--- config.mk ---
export PLATFORM = sky130hd
export DESIGN_NAME = versal_dpr_responder
export DESIGN_NICKNAME = d
export VERILOG_FILES = /design/src/rtl/versal_dpr_pkg.sv /design/src/rtl/dpr_spare_alloc.sv /design/src/rtl/versal_dpr_responder.sv
export SDC_FILE = /design/constraint.sdc
export NUM_CORES = 1
export LEC_CHECK = 0
export BUFFER_PORTS_ARGS = -buffer_cell sky130_fd_sc_hd__buf_2
export CAP_MARGIN = 5
export CORE_MARGIN = 2
export CORE_UTILIZATION = 56
export DETAILED_ROUTE_END_ITERATION = 10
export PLACE_DENSITY_LB_ADDON = 0.2
export SKIP_CTS_REPAIR_TIMING = 1
export SYNTH_ARGS = -nofsm -noshare
export SYNTH_HDL_FRONTEND = slang
export SYNTH_SLANG_ARGS = --single-unit
--- constraint.sdc ---
create_clock -name clk_650mhz -period 3.96 [get_ports clk_650mhz]
set_input_delay 0.792 -clock clk_650mhz [delete_from_list [all_inputs] [get_ports clk_650mhz]]
set_output_delay 0.792 -clock clk_650mhz [all_outputs]
set_load 0.005 [all_outputs]
--- src/rtl/versal_dpr_pkg.sv ---
// Shared types and constants for the DPR responder: FSM states, tile geometry and spare pool location.
package versal_dpr_pkg;

  localparam int TILE_W     = 9;
  localparam int NUM_SPARES = 8;
  localparam int SPARE_BASE = 392;

  typedef logic [TILE_W-1:0] tile_t;

  typedef enum logic [2:0] {
    ST_IDLE,
    ST_QUIESCE,
    ST_ALLOC,
    ST_RECONFIG,
    ST_VERIFY,
    ST_DONE,
    ST_FAIL
  } dpr_state_e;

endpackage

--- src/rtl/dpr_spare_alloc.sv ---
// Spare tile pool: free mask, lowest-free pick and free count; a spare, once handed out, is never returned.
module dpr_spare_alloc
  import versal_dpr_pkg::*;
#(
  parameter int NUM_SPARES = versal_dpr_pkg::NUM_SPARES,
  localparam int IDX_W = (NUM_SPARES > 1) ? $clog2(NUM_SPARES) : 1,
  localparam int CNT_W = $clog2(NUM_SPARES + 1)
) (
  input  logic             clk_650mhz,
  input  logic             rst_n,
  input  logic             alloc,
  output logic             any_free,
  output logic [IDX_W-1:0] free_idx,
  output logic [CNT_W-1:0] spares_left
);

  logic [NUM_SPARES-1:0] free_q, free_d;

  always_comb begin
    any_free    = |free_q;
    free_idx    = '0;
    spares_left = '0;
    // Descending scan so the lowest free index is the last one written.
    for (int i = NUM_SPARES - 1; i >= 0; i--) begin
      if (free_q[i]) free_idx = IDX_W'(i);
    end
    for (int i = 0; i < NUM_SPARES; i++) begin
      spares_left = spares_left + CNT_W'(free_q[i]);
    end
    free_d = free_q;
    if (alloc && any_free) free_d[free_idx] = 1'b0;
  end

  always_ff @(posedge clk_650mhz) begin
    if (!rst_n) free_q <= '1;
    else        free_q <= free_d;
  end

endmodule

--- src/rtl/versal_dpr_responder.sv ---
// SEFI healing responder: quiesce, optional spare relocation, partial reconfig with CRC check, completion report.
// DPR_RETRY_EN enables the bounded retry path after CRC fail or cfg_ack timeout; undefined means first failure is final.
module versal_dpr_responder
  import versal_dpr_pkg::*;
#(
  parameter int TILE_W      = versal_dpr_pkg::TILE_W,
  parameter int NUM_SPARES  = versal_dpr_pkg::NUM_SPARES,
  parameter int SPARE_BASE  = versal_dpr_pkg::SPARE_BASE,
  parameter int QUIESCE_CYC = 64,
  parameter int TIMEOUT_CYC = 6_500_000,
  parameter int MAX_RETRY   = 2,
  localparam int SPL_W = $clog2(NUM_SPARES + 1)
) (
  input  logic              clk_650mhz,
  input  logic              rst_n,
  input  logic              dpr_start,
  input  logic              ai_redundancy_shift,
  input  logic              veto,
  input  logic [TILE_W-1:0] fault_tile,
  output logic              cfg_req,
  output logic [TILE_W-1:0] cfg_tile,
  input  logic              cfg_ack,
  input  logic              crc_valid,
  input  logic              crc_ok,
  output logic              dpr_busy,
  output logic              dpr_done,
  output logic              dpr_fail,
  output logic              sefi_clear,
  output logic              remap_we,
  output logic [TILE_W-1:0] remap_src,
  output logic [TILE_W-1:0] remap_dst,
  output logic [SPL_W-1:0]  spares_left
);

  localparam int QW    = (QUIESCE_CYC > 1) ? $clog2(QUIESCE_CYC) : 1;
  localparam int TW    = (TIMEOUT_CYC > 1) ? $clog2(TIMEOUT_CYC) : 1;
  localparam int RW    = (MAX_RETRY > 0) ? $clog2(MAX_RETRY + 1) : 1;
  localparam int IDX_W = (NUM_SPARES > 1) ? $clog2(NUM_SPARES) : 1;
`ifdef DPR_RETRY_EN
  localparam bit RETRY_EN = 1'b1;
`else
  localparam bit RETRY_EN = 1'b0;
`endif

  dpr_state_e        state_q, state_d;
  logic              start_q, start_d;
  logic              shift_q, shift_d;
  logic [TILE_W-1:0] fault_q, fault_d;
  logic [TILE_W-1:0] spare_q, spare_d;
  logic [TILE_W-1:0] cfg_tile_q, cfg_tile_d;
  logic [QW-1:0]     qcnt_q, qcnt_d;
  logic              qarm_q, qarm_d;
  logic [TW-1:0]     tmr_q, tmr_d;
  logic [RW-1:0]     retry_q, retry_d;
  logic              cfg_req_q, cfg_req_d;
  logic              enter_done_q, enter_done_d;
  logic              done_q, done_d;
  logic              remap_we_q, remap_we_d;
  logic [TILE_W-1:0] remap_src_q, remap_src_d;
  logic [TILE_W-1:0] remap_dst_q, remap_dst_d;
  logic              fail_q, fail_d;

  logic              alloc;
  logic              any_free;
  logic [IDX_W-1:0]  free_idx;
  logic              retry_take;
  logic              ack;
  logic              timeout;
  logic              retry_ok;
  logic [QW-1:0]     qcnt_eff;

  dpr_spare_alloc #(.NUM_SPARES(NUM_SPARES)) u_spare_alloc (
    .clk_650mhz  (clk_650mhz),
    .rst_n       (rst_n),
    .alloc       (alloc),
    .any_free    (any_free),
    .free_idx    (free_idx),
    .spares_left (spares_left)
  );

  // Acks and timeouts only count while the request is actually on the wire.
  assign ack      = cfg_req_q && cfg_ack;
  assign timeout  = cfg_req_q && (tmr_q == TW'(TIMEOUT_CYC - 1));
  assign retry_ok = RETRY_EN && (retry_q < RW'(MAX_RETRY));
  // The first veto cycle already counts as a drain cycle.
  assign qcnt_eff = qarm_q ? qcnt_q : QW'(QUIESCE_CYC - 1);

  always_comb begin
    state_d      = state_q;
    start_d      = dpr_start;
    shift_d      = shift_q;
    fault_d      = fault_q;
    spare_d      = spare_q;
    cfg_tile_d   = cfg_tile_q;
    qcnt_d       = qcnt_q;
    qarm_d       = qarm_q;
    tmr_d        = '0;
    retry_d      = retry_q;
    fail_d       = fail_q;
    enter_done_d = 1'b0;
    done_d       = enter_done_q;
    remap_we_d   = enter_done_q && shift_q;
    remap_src_d  = remap_src_q;
    remap_dst_d  = remap_dst_q;
    alloc        = 1'b0;
    retry_take   = 1'b0;

    if (enter_done_q && shift_q) begin
      remap_src_d = fault_q;
      remap_dst_d = spare_q;
    end

    case (state_q)
      ST_IDLE: begin
        qarm_d = 1'b0;
        if (dpr_start && !start_q) begin
          shift_d = ai_redundancy_shift;
          fault_d = fault_tile;
          fail_d  = 1'b0;
          retry_d = '0;
          state_d = ST_QUIESCE;
        end
      end
      ST_QUIESCE: begin
        if (!veto) begin
          qarm_d = 1'b0;
        end else if (qcnt_eff == '0) begin
          qarm_d = 1'b0;
          if (shift_q) begin
            state_d = ST_ALLOC;
          end else begin
            cfg_tile_d = fault_q;
            state_d    = ST_RECONFIG;
          end
        end else begin
          qarm_d = 1'b1;
          qcnt_d = qcnt_eff - QW'(1);
        end
      end
      ST_ALLOC: begin
        if (any_free) begin
          alloc      = 1'b1;
          spare_d    = TILE_W'(SPARE_BASE) + TILE_W'(free_idx);
          cfg_tile_d = TILE_W'(SPARE_BASE) + TILE_W'(free_idx);
          state_d    = ST_RECONFIG;
        end else begin
          state_d = ST_FAIL;
        end
      end
      ST_RECONFIG: begin
        if (ack) begin
          state_d = ST_VERIFY;
        end else if (timeout) begin
          retry_take = 1'b1;
        end else if (cfg_req_q) begin
          tmr_d = tmr_q + TW'(1);
        end
      end
      ST_VERIFY: begin
        if (crc_valid) begin
          if (crc_ok) begin
            state_d      = ST_DONE;
            enter_done_d = 1'b1;
          end else begin
            retry_take = 1'b1;
          end
        end
      end
      ST_DONE, ST_FAIL: begin
        if (!dpr_start) state_d = ST_IDLE;
      end
      default: state_d = ST_IDLE;
    endcase

    if (retry_take) begin
      if (retry_ok) begin
        retry_d = retry_q + RW'(1);
        state_d = ST_RECONFIG;
      end else begin
        state_d = ST_FAIL;
      end
    end

    if (state_d == ST_FAIL) fail_d = 1'b1;

    // A timeout retry stays in RECONFIG but drops the request for one cycle.
    cfg_req_d = (state_d == ST_RECONFIG) && !(state_q == ST_RECONFIG && timeout && !ack);
  end

  always_ff @(posedge clk_650mhz) begin
    if (!rst_n) begin
      state_q      <= ST_IDLE;
      start_q      <= 1'b0;
      shift_q      <= 1'b0;
      fault_q      <= '0;
      spare_q      <= '0;
      cfg_tile_q   <= '0;
      qcnt_q       <= '0;
      qarm_q       <= 1'b0;
      tmr_q        <= '0;
      retry_q      <= '0;
      cfg_req_q    <= 1'b0;
      enter_done_q <= 1'b0;
      done_q       <= 1'b0;
      remap_we_q   <= 1'b0;
      remap_src_q  <= '0;
      remap_dst_q  <= '0;
      fail_q       <= 1'b0;
    end else begin
      state_q      <= state_d;
      start_q      <= start_d;
      shift_q      <= shift_d;
      fault_q      <= fault_d;
      spare_q      <= spare_d;
      cfg_tile_q   <= cfg_tile_d;
      qcnt_q       <= qcnt_d;
      qarm_q       <= qarm_d;
      tmr_q        <= tmr_d;
      retry_q      <= retry_d;
      cfg_req_q    <= cfg_req_d;
      enter_done_q <= enter_done_d;
      done_q       <= done_d;
      remap_we_q   <= remap_we_d;
      remap_src_q  <= remap_src_d;
      remap_dst_q  <= remap_dst_d;
      fail_q       <= fail_d;
    end
  end

  assign cfg_req    = cfg_req_q;
  assign cfg_tile   = cfg_tile_q;
  assign dpr_busy   = !(state_q inside {ST_IDLE, ST_DONE, ST_FAIL});
  assign dpr_done   = done_q;
  assign sefi_clear = done_q;
  assign remap_we   = remap_we_q;
  assign remap_src  = remap_src_q;
  assign remap_dst  = remap_dst_q;
  assign dpr_fail   = fail_q;

endmodule

* After elaboration in Yosys (flattened, before gate mapping) *
Cells that the tools add are included.

cells by class
  $add $sub $neg = 10
  $mul = 0
  div/mod/pow operators = 0
  $lt $le $gt $ge = 2
  equal/unequal tests = 13
  shifts and indexed selects = 0
  mux-type cells = 41
  bitwise gates (word level) = 6
  reduce and logical (&&, ||, !) cells = 29

operator list
  cell                                                 number
  2-to-1 mux 3 bit                                     17
  2-to-1 mux 9 bit                                     4
  adder 4 x 1 -> 4 bit                                 6
  adder 23 x 1 -> 23 bit, second input constant        1
  equality test 23 bit, second input constant          1
  case mux 3 bit (6 select lines)                      1
  case mux 9 bit (2 select lines)                      1
  2-to-1 mux 1 bit                                     14
  equality test 3 bit, second input constant           4
  adder 8 x 4 -> 9 bit, first input constant           1
  equality test 3 x 2 -> 1 bit, second input constant  3
  logical AND 1 bit                                    9
  bitwise AND 8 bit                                    1
  != test 2 bit, second input constant                 4
  NOT 8 bit                                            1
  nonzero test 2 bit                                   4
  OR reduction 8 bit                                   1
  zero test 6 bit                                      1
  2-to-1 mux 6 bit                                     1
  AND reduction 2 bit                                  3
  AND reduction 3 bit                                  2
  subtractor 6 x 1 -> 6 bit, second input constant     1
  AND reduction 5 bit                                  1
  OR reduction 5 bit                                   1
  other kinds (11)                                     18

storage, ports and cells
  flip-flop bits (word level) = 93
  bits in latches = 0
  bits in writable memories = 0
  bits in read-only memories = 0
  input bits = 17
  output and inout bits = 37
  word-level logic and storage cells = 118
  memories kept = 0

* Logic depth before layout (Yosys ltp) *
  depth after elaboration = 14
  depth in mapped cells = 10

* Hierarchy *
Synthesis repeated with hierarchy kept, for this count alone.

second synthesis, totals
  cells, all modules = 434
  area, all modules = 3779.9 µm²

modules (own cells, without submodules)
  module                instances  cells each  area an instance (µm²)  seq. area each (µm²)
  versal_dpr_responder  1          371         3189.3                  1501.4
  dpr_spare_alloc       1          63          590.6                   160.2

* Least setup slack after synthesis *
Ideal clock, no wire load.

  path type = register to output
  from = reg u_spare_alloc.free_q[1]
  to = out spares_left[1]
  data arrival time = 2642 ps
  required time = 3168 ps
  slack = 526 ps
  stages on the path, launching flop included = 11
  buffers on the path = 0
  path through = dfxtp_1 inv_1 ha_1 inv_1 fa_1 fa_1 inv_1 fa_1 inv_1 fa_1 inv_1

on the way
  cells in the longest elaborated chain, start to end = 7

RTL lines
  what                               RTL line                    RTL
  from (decl)                        dpr_spare_alloc.sv:17       logic [NUM_SPARES-1:0] free_q, free_d;
  from (signal assigned)             dpr_spare_alloc.sv:36       else free_q <= free_d;
  adder 1 x 1 -> 2 bit               dpr_spare_alloc.sv:28       spares_left = spares_left + CNT_W'(free_q[i]);
  adder 4 x 1 -> 4 bit (6 in a row)  dpr_spare_alloc.sv:28
  to (decl)                          versal_dpr_responder.sv:32  output logic [SPL_W-1:0] spares_left

Every way passes these cells.

* Worst setup path after layout *
Ends and elaborated chain as after synthesis.

==> flow_summary.toml <==
[layout]
fillerInstances = 568
drive_gt1_frac = 0.193
syn_to_final_growth_pct = 11.9
layout.nets = 500
antenna_cells = 0
finalInstanceArea_sq_um = 4240

[worst_setup_path]
regToRegSetupSlack_ns = 1.75
worst_setup_path_start_kind = "flop"
cp_top_family = "adder cells"
path_class = "flop to primary output"
r2r-end = "cfg_tile[1]"
crit-reg2reg-launch = "qarm_q"
slowest_stage = "fa_1"
crit_path_start = "u_spare_alloc.free_q[1]"
path_buf_inv = 6
arrival_ns = 3.05
worst_ep_required_time_ns = 3.17
crit_fanout = 4
critPathMaxStageDelay_ns = 0.49
crit_path_end_kind = "primary output"
reg2reg_depth = 7
crit_chain = "inv_2 > ha_4 > inv_1 > fa_1 > fa_1 > inv_1 > fa_2 > inv_2 > fa_1 > inv_1 > buf_2"

[logic_synthesis]
syn_area_sq_um = 3790
syn_inst = 431
synthFlopType = "dfxtp_1"
synth_cell_types = 62
synth_seq_area_share = 0.438
synth-async-reset-ratio = 0
synth_edf_count = 0
avgSynthCellArea_sq_um = 8.80
yosys_warnings = 0
ys_ff_latch = 83

[route]
drt_first_pass_iters = 4
vias = 3080
drt_iter0_drc = 111
wirelength_microns = 7950
drcViolationCount = 0
antenna_left = 0
post_drt_via_cell_ratio = 5.56
wl_per_cell_microns = 14.3

[min_path]
hp-start = "remap_src[8]"
min_delay_path_depth = 2
hold_path.class = "flop to flop"
hold_path_end = "remap_src[8]"

[pwr]
p_sw_frac = 0.261
pwr-share-comb = 0.048
leakage_uw = 0.00173
power_frac_clock = 0.386
p_int_uw = 1120
vdd_drop_max_v = 0.000284
p_sw_uw = 397
p_per_area_nw_per_um2 = 358
pwr-share-seq = 0.565

[placement]
io_buffers = 50
place_area_sq_um = 4020
dpl.hpwl_microns = 5600
place_ws_ns = 0.302
place_congestion = 0.853

[floorplanning]
start_util = 0.587
die_h_microns = 86.3
core_sq_um = 6460
die_w_microns = 86.3
io_pins = 54
rows = 29
dieArea_sq_um = 7440

[global_route]
grt_antenna_before_repair = 0
track_usage = 0.224
grt_pass1_vias = 2927
overflow = 0
grt_start_max_net_pins = 39
grt_pass1_wl_microns = 13200

[clock_network]
clock_sinks = 83
cts_buffer_depth = 2
htreeDepth = 3
cts.root.buffer_cell = "clkbuf_8"
cts_buffers = 9
worstSkewPairLatency_ns = 0.36
cts_tree = "built"
clk_pin_slew_ns = 0.09

[sta]
rsz0062_at_grt = "false"
max-slew-margin-rel = 0.191
max_clock_freq_mhz = 260
setup_viol = 0
skew_ns = 0.0135
final_max_slew_viol_count = 0
period_minus_slack_ns = 3.84
fin_ws_ns = 0.120
timing.setup.tns_ns = 0
fin_crit_sh = 0.970
worst_slew_pin_slew_ns = 1.21
finalHoldViolations = 0

[run]
drv_cap = 0

[status]
status = "finished, final reports clean"
metal layers:
metal | GRT usage | routed length [microns] | up-vias
li1 | - | - | 1559
met1 | 0.260 | 3380 | 1444
met2 | 0.401 | 4180 | 65
met3 | 0.0610 | 270 | 12
met4 | 0.0753 | 115 | 0
met5 | 0 | 0 | -
registers in the layout, indices dropped and copies added (netlist names):
register and flops:
dpr_done 1, tmr_q 23, state_q 3, cfg_req 1
dpr_fail 1, done_d 1, qarm_q 1, spare_q 4
remap_src 9, shift_q 1, cfg_tile 9, qcnt_q 6
u_spare_alloc.free_q 8, remap_dst 4, fault_q 9, remap_we 1
start_q 1
metrics by stage:
step                       util  std cells  power (uW)  hold WS (ns)
after global placement    0.623        537         950         0.434
after global routing      0.657        554        1580         0.478
final                     0.657        554        1520         0.453
after detailed placement  0.623        537         952         0.442
after CTS                 0.652        553        1540         0.455
after floorplan               -        433         933         0.418
how the worst max path moves through the flow:
| stage | end | slack [ns] | cells after the start |
|---|---|---|---|
| 2_1_floorplan | spares_left[1] | 0.53 | 10 |
| 3_3_place_gp | spares_left[1] | 0.39 | 11 |
| 3_5_place_dp | spares_left[1] | 0.30 | 11 |
| 4_1_cts | spares_left[1] | -0.11 | 11 |
| 5_1_grt | spares_left[1] | 0.002 | 11 |
| 6_report | spares_left[1] | 0.12 | 11 |
power groups by stage:
stage | logic (uW) | clock network [uW] | registers, uW
2_1_floorplan | 59.6 | 0 | 873
3_3_place_gp | 70.8 | 0 | 879
3_5_place_dp | 72.7 | 0 | 879
4_1_cts | 72.8 | 604 | 860
5_1_grt | 81.9 | 636 | 861
6_report | 73.3 | 587 | 859
synthesized netlist by cell type (all sizes together), types with 10 or more instances:
library cell | number | share of area
xor2 | 16 | 0.037
nand3 | 15 | 0.021
mux2i | 11 | 0.029
nand2 | 63 | 0.062
inv | 18 | 0.018
dfxtp | 83 | 0.44
nor2 | 53 | 0.054
nand4 | 10 | 0.017
a21oi | 26 | 0.034
o21ai | 13 | 0.017
buf | 15 | 0.026
tightest hold or removal path: stages, from the launching register on:
cell	delay (ns)
dfxtp_1	0.31
nand2_1	0.05
a21oi_1	0.05
cell type report:
class                           count  area, sq um  share of cell area
Multi-Input combinational cell    308         1950               0.460
Inverter                           18         67.6              0.0159
Sequential cell                    83         1670               0.394
Tap cell                           77         96.3              0.0227
Clock buffer                        9          124              0.0292
Timing Repair Buffer               52          265              0.0625
Clock inverter                      7         66.3              0.0156
placed cells by master, fill, tap and decap left out, types with 6 or more instances in the layout:
master    count
buf_2        50
dfxtp_1      81
nor2_1       52
ha_1          6
clkbuf_8      9
inv_1        15
nor3_1        7
xor2_1       16
a21oi_1      26
xnor2_1       7
nor2b_1       6
o21ai_0      13
nand4_1      10
mux2i_1      11
nand2_1      63
nand3_1      14
kinds of logic (layout without fill, tap and decap cells):
kind of cell | after synthesis | after routing | synth area share
other | 1 | 3 | 0.000989
AO/OA/AOI/OAI | 66 | 66 | 0.120
AND/OR/NAND/NOR | 193 | 193 | 0.259
flip-flops | 83 | 83 | 0.438
multiplexers | 11 | 11 | 0.0290
XOR/XNOR | 23 | 23 | 0.0531
adder cells (fa/ha/maj) | 12 | 12 | 0.0469
buffers and inverters | 42 | 86 | 0.0525
No activity file was read; power rests on OpenSTA's default activity.
